### config.mk
export PLATFORM = sky130hd
export DESIGN_NAME = pe_carry_normalizer_flat
export DESIGN_NICKNAME = d
export VERILOG_FILES = /design/src/rtl/PARAMS_BN254_d0.sv /design/src/rtl/pe_carry_normalizer_pkg.sv /design/src/rtl/pe_carry_normalizer_if.sv /design/src/rtl/pe_norm_outreg.sv /design/src/rtl/pe_carry_normalizer.sv /design/src/flat_wrapper.sv
export SDC_FILE = /design/constraint.sdc
export NUM_CORES = 1
export LEC_CHECK = 0
export ABC_AREA = 1
export CAP_MARGIN = 20
export CORE_MARGIN = 2
export CORE_UTILIZATION = 60
export CTS_CLUSTER_DIAMETER = 50
export DETAILED_ROUTE_END_ITERATION = 10
export PLACE_DENSITY = 0.89
export SYNTH_ARGS = -nofsm -noshare
export SYNTH_HDL_FRONTEND = slang
export SYNTH_SLANG_ARGS = --single-unit
### constraint.sdc
create_clock -name clk -period 6.11 [get_ports clk]
set_input_delay 1.222 -clock clk [delete_from_list [all_inputs] [get_ports clk]]
set_output_delay 1.222 -clock clk [all_outputs]
set_load 0.01 [all_outputs]
### src/rtl/PARAMS_BN254_d0.sv
// Shared BN254 datapath parameters for the PE chain and its downstream stages.
package PARAMS_BN254_d0;

    localparam int unsigned K     = 17;
    localparam int unsigned PE_SW = 48;

    typedef logic [K-1:0] digit_t;

    // Flush digits needed to drain a carry of PE_SW+1-k bits in k-bit digits.
    function automatic int unsigned carry_nfl(input int unsigned k);
        int unsigned cw;
        cw = PE_SW + 1 - k;
        return (cw + k - 1) / k;
    endfunction

endpackage

### src/rtl/pe_carry_normalizer_pkg.sv
// Local types for the carry normalizer.
package pe_carry_normalizer_pkg;

    typedef enum logic [1:0] {
        ST_RUN   = 2'd0,
        ST_FLUSH = 2'd1,
        ST_DRAIN = 2'd2
    } norm_state_t;

endpackage

### src/rtl/pe_carry_normalizer_if.sv
// Word-in / digit-out stream bundle of the carry normalizer.
interface pe_carry_normalizer_if #(
    parameter int unsigned K = PARAMS_BN254_d0::K
);
    localparam int unsigned SW = PARAMS_BN254_d0::PE_SW;

    logic          in_valid;
    logic          in_ready;
    logic [SW-1:0] in_s;
    logic          in_last;
    logic          out_valid;
    logic          out_ready;
    logic [K-1:0]  out_digit;
    logic          out_last;
    logic          busy;

    modport master (
        output in_valid, in_s, in_last, out_ready,
        input  in_ready, out_valid, out_digit, out_last, busy
    );

    modport slave (
        input  in_valid, in_s, in_last, out_ready,
        output in_ready, out_valid, out_digit, out_last, busy
    );
endinterface

### src/rtl/pe_norm_outreg.sv
// One-entry valid/ready output register; holds its payload until it is taken.
module pe_norm_outreg #(
    parameter int unsigned W = 17
) (
    input  logic         clk,
    input  logic         rst_n,
    input  logic         load,
    input  logic [W-1:0] load_digit,
    input  logic         load_last,
    input  logic         out_ready,
    output logic         out_valid,
    output logic [W-1:0] out_digit,
    output logic         out_last
);

    // Caller only loads when the slot is empty or being drained this cycle.
    always_ff @(posedge clk or negedge rst_n) begin
        if (!rst_n) begin
            out_valid <= 1'b0;
            out_digit <= '0;
            out_last  <= 1'b0;
        end else if (load) begin
            out_valid <= 1'b1;
            out_digit <= load_digit;
            out_last  <= load_last;
        end else if (out_valid && out_ready) begin
            out_valid <= 1'b0;
            out_last  <= 1'b0;
        end
    end

endmodule

### src/rtl/pe_carry_normalizer.sv
// Turns the PE chain's redundant 48-bit column sums into exact K-bit digits,
// flushing the residual carry after the last word of each operand.
module pe_carry_normalizer
    import pe_carry_normalizer_pkg::*;
#(
    parameter int unsigned K = PARAMS_BN254_d0::K
) (
    input logic                  clk,
    input logic                  rst_n,
    pe_carry_normalizer_if.slave bus
);

    localparam int unsigned SW  = PARAMS_BN254_d0::PE_SW;
    localparam int unsigned AW  = SW + 1;
    localparam int unsigned CW  = SW + 1 - K;
    localparam int unsigned NFL = PARAMS_BN254_d0::carry_nfl(K);
    localparam int unsigned FCW = (NFL > 1) ? $clog2(NFL) : 1;

    norm_state_t    state;
    logic [CW-1:0]  carry;
    logic [FCW-1:0] fc;
    logic           busy_q;

    logic [AW-1:0]  acc_c;
    logic [CW-1:0]  carry_next_c;
    logic           slot_free_c;
    logic           in_ready_c;
    logic           in_fire_c;
    logic           out_fire_c;
    logic           last_flush_c;
    logic           load_c;
    logic [K-1:0]   load_digit_c;
    logic           load_last_c;

    logic           ov;
    logic [K-1:0]   od;
    logic           ol;

    // Datapath and load steering; carry < 2^CW keeps acc inside SW+1 bits.
    always_comb begin
        acc_c        = AW'(bus.in_s) + AW'(carry);
        carry_next_c = CW'(acc_c >> K);
        slot_free_c  = !ov || bus.out_ready;
        out_fire_c   = ov && bus.out_ready;
        last_flush_c = (fc == FCW'(NFL - 1));
        in_ready_c   = (state == ST_RUN) && slot_free_c;
        in_fire_c    = bus.in_valid && in_ready_c;

        load_c       = 1'b0;
        load_digit_c = acc_c[K-1:0];
        load_last_c  = 1'b0;
        case (state)
            ST_RUN: begin
                load_c = in_fire_c;
            end
            ST_FLUSH: begin
                load_c       = slot_free_c;
                load_digit_c = carry[K-1:0];
                load_last_c  = last_flush_c;
            end
            default: begin
                load_c = 1'b0;
            end
        endcase
    end

    // Operand sequencing: accumulate words, drain carry, wait for last digit.
    always_ff @(posedge clk or negedge rst_n) begin
        if (!rst_n) begin
            state  <= ST_RUN;
            carry  <= '0;
            fc     <= '0;
            busy_q <= 1'b0;
        end else begin
            case (state)
                ST_RUN: begin
                    if (in_fire_c) begin
                        carry  <= carry_next_c;
                        busy_q <= 1'b1;
                        if (bus.in_last) begin
                            state <= ST_FLUSH;
                            fc    <= '0;
                        end
                    end
                end
                ST_FLUSH: begin
                    if (slot_free_c) begin
                        carry <= carry >> K;
                        fc    <= fc + FCW'(1);
                        if (last_flush_c) begin
                            state <= ST_DRAIN;
                        end
                    end
                end
                ST_DRAIN: begin
                    if (out_fire_c && ol) begin
                        state  <= ST_RUN;
                        carry  <= '0;
                        busy_q <= 1'b0;
                    end
                end
                default: begin
                    state <= ST_RUN;
                end
            endcase
        end
    end

    pe_norm_outreg #(
        .W (K)
    ) u_outreg (
        .clk        (clk),
        .rst_n      (rst_n),
        .load       (load_c),
        .load_digit (load_digit_c),
        .load_last  (load_last_c),
        .out_ready  (bus.out_ready),
        .out_valid  (ov),
        .out_digit  (od),
        .out_last   (ol)
    );

    assign bus.in_ready  = in_ready_c;
    assign bus.out_valid = ov;
    assign bus.out_digit = od;
    assign bus.out_last  = ol;
    assign bus.busy      = busy_q;

endmodule

### src/flat_wrapper.sv
// flat-port wrapper written by rule: the top's interface ports become plain ports
module pe_carry_normalizer_flat import pe_carry_normalizer_pkg::*;
#(
    parameter int unsigned K = PARAMS_BN254_d0::K
)
  (clk, rst_n, bus_in_valid, bus_in_s, bus_in_last, bus_out_ready, bus_in_ready, bus_out_valid, bus_out_digit, bus_out_last, bus_busy);
  pe_carry_normalizer_if #(.K(K)) bus_i ();
  input logic clk;
  input logic rst_n;
  input wire logic [$bits(bus_i.in_valid)-1:0] bus_in_valid;
  input wire logic [$bits(bus_i.in_s)-1:0] bus_in_s;
  input wire logic [$bits(bus_i.in_last)-1:0] bus_in_last;
  input wire logic [$bits(bus_i.out_ready)-1:0] bus_out_ready;
  output wire logic [$bits(bus_i.in_ready)-1:0] bus_in_ready;
  output wire logic [$bits(bus_i.out_valid)-1:0] bus_out_valid;
  output wire logic [$bits(bus_i.out_digit)-1:0] bus_out_digit;
  output wire logic [$bits(bus_i.out_last)-1:0] bus_out_last;
  output wire logic [$bits(bus_i.busy)-1:0] bus_busy;
  assign bus_i.in_valid = bus_in_valid;
  assign bus_i.in_s = bus_in_s;
  assign bus_i.in_last = bus_in_last;
  assign bus_i.out_ready = bus_out_ready;
  assign bus_in_ready = bus_i.in_ready;
  assign bus_out_valid = bus_i.out_valid;
  assign bus_out_digit = bus_i.out_digit;
  assign bus_out_last = bus_i.out_last;
  assign bus_busy = bus_i.busy;
  pe_carry_normalizer #(.K(K)) u_core (.clk(clk), .rst_n(rst_n), .bus(bus_i));
endmodule
==> impl_metrics.tcl <==
set metrics [dict create \
    worstPathArrival_ps 2440 \
    antenna_found_initial 0 \
    synth-seq-cells 55 \
    p_leak_nw 3.77 \
    clockPowerShare_pct 7.8 \
    cts_buffers 5 \
    cp-startpoint "bus_out_ready" \
    synth_ff_type "dfrtp_1" \
    reg2reg_slack_ps 2910 \
    cp_data_required_time_ps 4890 \
    cts_setup_buffers 0 \
    seq_area_frac_synth_pct 23.5 \
    diodes 0 \
    reg2regPathDepth 8 \
    io_pins 74 \
    clkSinkCount 55 \
    syn_avg_cell_area_um2 5.81 \
    place_congestion 1.01 \
    power.share.switching_pct 53.8 \
    hold_start "u_core.u_outreg.out_digit[9]" \
    grt_max_degree 56 \
    htree_levels 2 \
    final_hold_viol_count 0 \
    synth_top_area_share_pct 24.7 \
    crit_chain "clkdlybuf4s50_1, nor2_2, nor2_4, clkdlybuf4s50_1" \
    synthesis.yosys.warnings 0 \
    holdPathStages 2 \
    cap_violations 0 \
    rsz0062_at_grt "no" \
    worstPathMaxFanout 3 \
    fillers 933 \
    cts-root-buf "clkbuf_8" \
    final_common_cell "nand2_1" \
    fmax_mhz 273 \
    clkLatencyLatePin_ps 330 \
    die_area_mm2 0.0106 \
    regArea_mm2 0.00138 \
    io_buffer_count 73 \
    synthArstFlopShare_pct 100 \
    holdPathEnd "u_core.u_outreg.out_digit[9]" \
    vias 6491 \
    clock_skew_ps 4.59 \
    ant_nets 0 \
    drtIter0Drc 437 \
    seqPwrFrac_pct 21.6 \
    start_util_pct 60.9 \
    max_stage_delay_ps 530 \
    finalInstanceArea_mm2 0.00680 \
    irDropWorstVdd_mv 0.305 \
    place_area_mm2 0.00669 \
    cts_hold_buf 0 \
    r2r_start "u_core.state[1]" \
    worst_slew_pin_slew_ps 841 \
    p_per_area_mw_per_mm2 482 \
    worstSetupPathType "primary input to output pin" \
    post_drt_via_cell_ratio 5.36 \
    hp-class "register to register" \
    wl_per_cell_um 14.8 \
    multi_input_area_mm2 0.00375 \
    p_int_mw 1.51 \
    syn_to_final_growth_pct 15.8 \
    nNetsFinal 1167 \
    setup_viol 0 \
    p_sw_mw 1.76 \
    routed_wl_um 17900 \
    coreArea_mm2 0.00964 \
    worst_path_most_repeated_cell "clkdlybuf4s50_1" \
    dp_hpwl_um 14600 \
    fin_setup_tns_ps 0 \
    slew_viol_final 0 \
    cp_slowest_cell "clkdlybuf4s50_1" \
    r2r_end "u_core.u_outreg.out_digit[7]" \
    synth_edf_count 0 \
    die-width_um 103 \
    netlist-cell-type-count 40 \
    synth_area_leader_cell "nand2_1" \
    end_kind "output pin" \
    cts_resized 0 \
    drc_errors 0 \
    syn_area_mm2 0.00587 \
    gr-total-overflow 0 \
    fp.dieH_um 103 \
    timing.final.crit_period_ps 3660 \
    layout_common_cells "nand2_1, inv_1, nor2_1" \
    rows 36 \
    status "finished clean" \
    clk_path_buf_depth 2 \
    clk_pin_slew_ps 100 \
    drive_gt1_share_pct 3.16 \
    cts_tree "built" \
    slew_headroom_pct 43.9 \
    grt_pass1_vias 5904 \
    grt_pass1_wl_um 28200 \
    period_share_pct 60.0 \
    power.share.combinational_pct 70.6 \
    synth_nets 1100 \
    yosys-top-cells-area "nand2_1, dfrtp_1, inv_1" \
    start_kind "primary input" \
    netlist_instances 1010 \
    dr.pass1.iters 5 \
    grt_util_all_layers_pct 34.9 \
]
## critical path, delay by kind of cell
family / cells / cell delay (ps)
buffers and inverters: 2 / 1040
AND/OR/NAND/NOR: 2 / 170
## layer usage
metal	track usage [%]	vias up	share of wire [%]
met3	4.27	57	6.8
met4	18.5	0	5.3
met5	0	-	0
li1	-	3296	-
met1	44.1	2859	42
met2	58.4	279	46
## stage by stage
| stage | instances | setup WS [ps] | power (mW) | hold WS (ps) | utilization (%) |
|---|---|---|---|---|---|
| after floorplan | 1010 | 3280 | 2.30 | 475 | - |
| after detailed placement | 1203 | 2310 | 2.98 | 473 | 69.4 |
| final | 1210 | 2450 | 3.27 | 500 | 70.5 |
| after global placement | 1203 | 2410 | 2.92 | 463 | 69.4 |
| after global routing | 1210 | 2360 | 3.57 | 529 | 70.5 |
| after CTS | 1210 | 2440 | 3.24 | 499 | 70.5 |
## power by group through the flow
stage	Combinational (mW)	Sequential, mW	Clock, mW
floorplan	1.62	0.679	0
global placement	2.22	0.702	0
detailed placement	2.27	0.708	0
CTS	2.28	0.701	0.254
global route	2.58	0.724	0.269
finish	2.31	0.708	0.254
## cell usage after synthesis (10+ instances only)
cell and number:
o21ai_0 25, nand3_1 76, inv_1 175, nand2_1 386, ha_1 36, nor2_1 86
a21oi_1 55, nand4_1 14, dfrtp_1 55, or2_2 10
## worst max-delay path by stage
stage | to | slack, ps | cells after the start
after floorplan | u_core.carry[23] | 3280 | 14
after global placement | u_core.u_outreg.out_digit[3] | 2410 | 9
after detailed placement | u_core.u_outreg.out_digit[4] | 2310 | 9
after CTS | bus_in_ready | 2440 | 4
after global routing | u_core.u_outreg.out_digit[7] | 2360 | 9
final | bus_in_ready | 2450 | 4
## kinds of logic (layout without fill, tap and decap cells)
family,after synthesis,in the layout,synth area share (%)
compound gates,110,110,10.7
xor+xnor,13,13,1.94
fa+ha+maj,37,37,8.02
buf+inv,192,259,12.7
flops,55,55,23.5
simple gates,603,603,43.2
## registers in the layout, indices dropped and copies added, names as in the netlist
name,flops
u_core.u_outreg.out_last,1
u_core.carry,32
u_core.state,2
u_core.fc,1
u_core.bus.busy,1
u_core.u_outreg.out_digit,17
u_core.u_outreg.out_valid,1
## layout make-up
type                            count  area share, %
Clock inverter                      1          0.442
Sequential cell                    55           20.3
Timing Repair Buffer               74           10.8
Clock buffer                        6           1.07
Inverter                          178           9.83
Tap cell                          133           2.45
Multi-Input combinational cell    763           55.2
Power figures use the tool's default switching activity.
